`src/rtl/t_toggle_bank.sv`:
```
// t_toggle_bank: WIDTH-bit bank of T flip-flops sharing one clock.
// Runs as independent per-bit toggles, as an up/down counter whose T inputs come
// from an internal carry chain, or as a parallel-load register. A registered
// event_pulse flags a wrap (or a saturation hit) in the previous enabled cycle.
module t_toggle_bank #(
    parameter int unsigned      WIDTH       = 8,
    parameter logic [WIDTH-1:0] RESET_VALUE = '0,
    parameter bit               SATURATE    = 1'b0
) (
    input  logic             clk,
    input  logic             rst_n,
    input  logic             en,
    input  logic [1:0]       mode,
    input  logic [WIDTH-1:0] t,
    input  logic [WIDTH-1:0] d,
    output logic [WIDTH-1:0] q,
    output logic [WIDTH-1:0] q_inverse,
    output logic             event_pulse
);

    typedef enum logic [1:0] {
        ModeToggle = 2'b00,
        ModeUp     = 2'b01,
        ModeDown   = 2'b10,
        ModeLoad   = 2'b11
    } mode_e;

    logic [WIDTH-1:0] q_q, q_d;
    logic             event_q, event_d;
    logic [WIDTH-1:0] ones_below;   // bit i: all of q[i-1:0] are 1
    logic [WIDTH-1:0] zeros_below;  // bit i: all of q[i-1:0] are 0
    logic [WIDTH-1:0] t_eff;
    logic             at_max, at_min;
    mode_e            mode_sel;

    assign mode_sel = mode_e'(mode);
    assign at_max   = &q_q;
    assign at_min   = ~|q_q;

    // Carry/borrow chains that produce the counter-mode T inputs.
    always_comb begin
        ones_below     = '0;
        zeros_below    = '0;
        ones_below[0]  = 1'b1;
        zeros_below[0] = 1'b1;
        for (int i = 1; i < int'(WIDTH); i++) begin
            ones_below[i]  = ones_below[i-1] & q_q[i-1];
            zeros_below[i] = zeros_below[i-1] & ~q_q[i-1];
        end
    end

    // Effective per-bit toggle vector and next-state; load is expressed as a toggle of q ^ d.
    always_comb begin
        t_eff   = '0;
        event_d = 1'b0;
        unique case (mode_sel)
            ModeToggle: t_eff = t;
            ModeUp: begin
                t_eff   = (SATURATE && at_max) ? '0 : ones_below;
                event_d = at_max;
            end
            ModeDown: begin
                t_eff   = (SATURATE && at_min) ? '0 : zeros_below;
                event_d = at_min;
            end
            ModeLoad: t_eff = q_q ^ d;
            default:  t_eff = '0;
        endcase
        q_d = q_q ^ t_eff;
        if (!en) begin
            q_d     = q_q;
            event_d = 1'b0;
        end
    end

    // State registers; reset also clears any pending event.
    always_ff @(posedge clk or negedge rst_n) begin
        if (!rst_n) begin
            q_q     <= RESET_VALUE;
            event_q <= 1'b0;
        end else begin
            q_q     <= q_d;
            event_q <= event_d;
        end
    end

    // Inverter on the register keeps q_inverse exactly ~q, reset included.
    assign q           = q_q;
    assign q_inverse   = ~q_q;
    assign event_pulse = event_q;

endmodule

```
`config.mk`:
```
export PLATFORM = sky130hd
export DESIGN_NAME = t_toggle_bank
export DESIGN_NICKNAME = d
export VERILOG_FILES = /design/src/rtl/t_toggle_bank.sv
export SDC_FILE = /design/constraint.sdc
export NUM_CORES = 1
export LEC_CHECK = 0
export ABC_AREA = 1
export CAP_MARGIN = 20
export CORE_MARGIN = 2
export CORE_UTILIZATION = 40
export CTS_CLUSTER_DIAMETER = 60
export DETAILED_ROUTE_END_ITERATION = 16
export GPL_ROUTABILITY_DRIVEN = 0
export GPL_TIMING_DRIVEN = 0
export HOLD_SLACK_MARGIN = 0.05
export PLACE_DENSITY_LB_ADDON = 0.1
export SLEW_MARGIN = 20
export SYNTH_ARGS = -nofsm -noshare
export SYNTH_HDL_FRONTEND = slang
export SYNTH_SLANG_ARGS = --single-unit
export TNS_END_PERCENT = 50
```
`constraint.sdc`:
```
create_clock -name clk -period 2.71 [get_ports clk]
set_clock_uncertainty 0.05 [all_clocks]
set_input_delay 0.542 -clock clk [delete_from_list [all_inputs] [get_ports clk]]
set_output_delay 0.542 -clock clk [all_outputs]
set_load 0.02 [all_outputs]
```
Word level (Yosys, flattened, before mapping)
Index checks and enable logic that the tools add are counted.
{ "totals": {"reg_bits": 9, "output_inout_bits": 17} }
{ "op_classes": {"n_eq_ne": 3, "muxes": 3, "bitwise_logic": 22, "n_reduce_logical": 4} }
{ "ops": {"columns": ["operator", "count"], "rows": [
  ["one-hot mux 8 bit (4 select lines)", 1],
  ["bitwise XOR 8 bit", 2],
  ["AND 1 bit", 12],
  ["inverter 8 bit", 1],
  ["AND reduction 8 bit", 1],
  ["OR reduction 8 bit", 1],
  ["inverter 1 bit", 7],
  ["equality test 2 bit (second input constant)", 2],
  ["equality test 2 x 1 -> 1 bit (second input constant)", 1],
  ["zero test 2 bit", 1],
  ["one-hot mux 1 bit (2 select lines)", 1],
  ["zero test 1 bit", 1],
  ["two-way mux 1 bit", 1]
]} }

Depth between registers and ports, before layout
{ "logic_depth": {"ltp_word": 9, "mapped_depth": 9, "ltp_nobuf": 9} }

Worst setup path after synthesis
No wires, ideal clock.
{ "synth_path": {"path_type": "input to register", "start": "input mode[1]", "end": "register q_q[7], in the netlist q[7]", "t_required_ps": 2542, "slack_ps": 1110, "stages": 9, "path_buffers": 0, "arrival_ps": 1432, "path_cell_list": "inv_1 ha_1 inv_1 nor3_4 nand4_1 nand3_1 nand2_1 nand2_1 nand2_1"} }
{ "synth_between": {"elab_chain_len": 3} }
{ "synth_rtl": {"columns": ["item", "line_no", "source"], "rows": [
  ["start, declared", "13", "input logic [1:0] mode,"],
  ["equality test 2 bit, or another cell as far along", "56", "unique case (mode_sel)"],
  ["one-hot mux 8 bit (4 select lines) (*)", "56", null],
  ["bitwise XOR 8 bit (*)", "69", "q_d = q_q ^ t_eff;"],
  ["end signal, assigned", "82", "q_q <= q_d;"],
  ["end, declared", "28", "logic [WIDTH-1:0] q_q, q_d;"]
]} }
Mark *: on every way between the ends. The rest lies on a longest branch, timed or not.
A chain may end at the register's enable or synchronous reset.

Worst setup path after layout
{ "layout_path": {"start": "register q_q[4], in the netlist q[4]", "end": "output q_inverse[4]"} }
{ "layout_between": {"elab_chain_len": 1} }
{ "layout_rtl": {"columns": ["item", "line_no", "source"], "rows": [
  ["inverter 8 bit", "89", "assign q_inverse = ~q_q;"],
  ["end, declared", "17", "output logic [WIDTH-1:0] q_inverse,"]
]} }
Every way passes these cells.

==> flow_metrics.env <==
export IMPL_num_rows=16
export IMPL_syn_inst=122
export IMPL_dp_cells=186
export IMPL_cts_hold_buffers=0
export IMPL_synth_avg_cell_area_um2=6.54
export IMPL_cts_buffers=3
export IMPL_layout_commonest_cell="clkdlybuf4s50_1"
export IMPL_yosysWarnings=0
export IMPL_slew_viol_final=0
export IMPL_overflow=0
export IMPL_startpoint_type="flop"
export IMPL_drt_wirelength_per_cell_um=11.5
export IMPL_synth_distinct_cells=19
export IMPL_r2r_end="q[7]"
export IMPL_reg2reg_from="q[0]"
export IMPL_layout_common_cells="clkdlybuf4s50_1, nand2_1, nor2_1, inv_1, nand3_1"
export IMPL_antenna_found_initial=0
export IMPL_ant_nets=0
export IMPL_cp_arrival_ns=1.54
export IMPL_worst_slew_pin_slew_ns=0.446
export IMPL_cts_setup_buffers=0
export IMPL_hold_depth=1
export IMPL_met3_length_um=98
export IMPL_grtUsageTotal=0.208
export IMPL_drt_pass1_iterations=4
export IMPL_tns_ns=0
export IMPL_dieWidth_um=48.7
export IMPL_drt_met1_wl_um=1030
export IMPL_setup_slack_ns=0.576
export IMPL_max_vdd_ir_drop_mv=0.555
export IMPL_dieArea_um2=2370
export IMPL_antenna_cells=0
export IMPL_max_cap_viol_count=0
export IMPL_wl_met2_um=1030
export IMPL_vias=925
export IMPL_layout_drive_gt1_share=0.0613
export IMPL_wl_um=2180
export IMPL_drtIter0Drc=25
export IMPL_grt_pass1_vias=895
export IMPL_cts_sinks=9
export IMPL_hold_viol_final=0
export IMPL_place_ws_ns=0.370
export IMPL_finalCritPeriodShare=0.787
export IMPL_worst_ep_required_time_ns=2.12
export IMPL_max_slew_margin=0.702
export IMPL_leakage_uw=0.000560
export IMPL_whs_endpoint="event_pulse"
export IMPL_grt_max_degree=11
export IMPL_cts_htree_levels=1
export IMPL_reg2reg_slack_ns=1.23
export IMPL_end_kind="output port"
export IMPL_synth_seq_cells=9
export IMPL_fmax_ghz=0.469
export IMPL_syn_cell_area_um2=798
export IMPL_p_total_uw=1100
export IMPL_core_area_um2=1920
export IMPL_hp_class="flop to flop"
export IMPL_numPortBuffers=37
export IMPL_setup_viol=0
export IMPL_syn_nets=147
export IMPL_die_y_um=48.7
export IMPL_boundaryPins=38
export IMPL_cts_reportedPaths_clkPinSlew_ns=0.07
export IMPL_initial_core_util=0.415
export IMPL_nets=189
export IMPL_cts_tree="done"
export IMPL_r2r_cells=8
export IMPL_clockBufferDepth=2
export IMPL_p_per_area_nw_per_um2=897
export IMPL_clock_latency_ns=0.26
export IMPL_dr_max_layer_used="met4"
export IMPL_period_needed_ns=2.13
export IMPL_hpwl_um=1700
export IMPL_cts_resized=0
export IMPL_status="finished, final reports clean"
export IMPL_yosysSeqAreaShare=0.282
export IMPL_grt_pass1_wl_um=3970
export IMPL_fin_cells=190
export IMPL_utilization=0.639
export IMPL_drc=0
export IMPL_crit_path_max_fanout=8
export IMPL_rsz0062_at_grt="no"
export IMPL_cts_root_buf="clkbuf_4"
export IMPL_hold_start="q[7]"
export IMPL_worstSetupPathType="flop to output port"
export IMPL_area_growth_pct=53.9
export IMPL_vias_per_cell=4.87
[layout make-up]
| class | count | area (um2) |
|---|---|---|
| plain buffers | 1 | 5.00 |
| multi-input cells | 98 | 515 |
| inverters | 14 | 52.6 |
| well taps | 27 | 33.8 |
| clock buffers | 4 | 26.3 |
| repair buffers | 37 | 370 |
| flip-flops and latches | 9 | 225 |
| fillers | 189 | 693 |
[logic make-up after synthesis]
family                     count (synthesis)  synth area share
AOI/OAI and AO/OA                         17             0.132
buffers and inverters                     15            0.0721
adders and majority gates                  4            0.0627
DFF                                        9             0.282
xor gates and xnor gates                   3            0.0329
and+or+nand+nor                           74             0.419
[cell usage after synthesis]
cell | count | area (um2)
nor2_1 | 19 | 71.3
nor2_2 | 1 | 6.26
o2111ai_1 | 2 | 17.5
buf_2 | 1 | 5.00
dfrtp_1 | 9 | 225
xor2_1 | 3 | 26.3
nand4_2 | 1 | 12.5
nand3_1 | 13 | 65.1
or2_2 | 2 | 12.5
nor3_1 | 1 | 5.00
nand4_1 | 3 | 18.8
inv_1 | 14 | 52.6
nand2_2 | 1 | 6.26
o211ai_1 | 5 | 37.5
o21ai_0 | 5 | 25.0
nand2_1 | 32 | 120
nor3_4 | 1 | 16.3
ha_1 | 4 | 50.1
a21oi_1 | 5 | 25.0
[flip-flops by register name (all words and copies together) (netlist names)]
name         count
event_pulse      1
q                8
[stage by stage]
stage	area, um2	hold slack (ns)
after floorplan	798	0.196
after global placement	1200	0.487
after detailed placement	1200	0.492
after CTS	1230	0.498
after global routing	1230	0.531
final	1230	0.501
[where the power goes]
group          total [uW]  switching [uW]  leakage [uW]  internal [uW]
combinational         685             370      0.000435            316
sequential            310             114      0.000110            196
clock                 107            50.6     0.0000150           56.8
total                1100             534      0.000560            568
[metal layers]
layer	up-vias	global-route usage
li1	484	-
met1	415	0.281
met2	24	0.342
met3	2	0.0340
met4	0	0.0619
met5	-	0
[critical path, stage by stage, from the launching register on]
cell             delay, ns
dfrtp_1               0.46
inv_1                 0.19
clkdlybuf4s50_1       0.64
[how the worst max path moves through the flow]
stage,from,depth (start not counted),endpoint
floorplan,mode[1],9,q[7]
CTS,q[4],2,q_inverse[4]
detailed placement,mode[0],10,q[6]
global placement,mode[0],10,q[6]
global route,mode[0],10,q[6]
finish,q[4],2,q_inverse[4]
No activity file was read; power rests on OpenSTA's default activity.
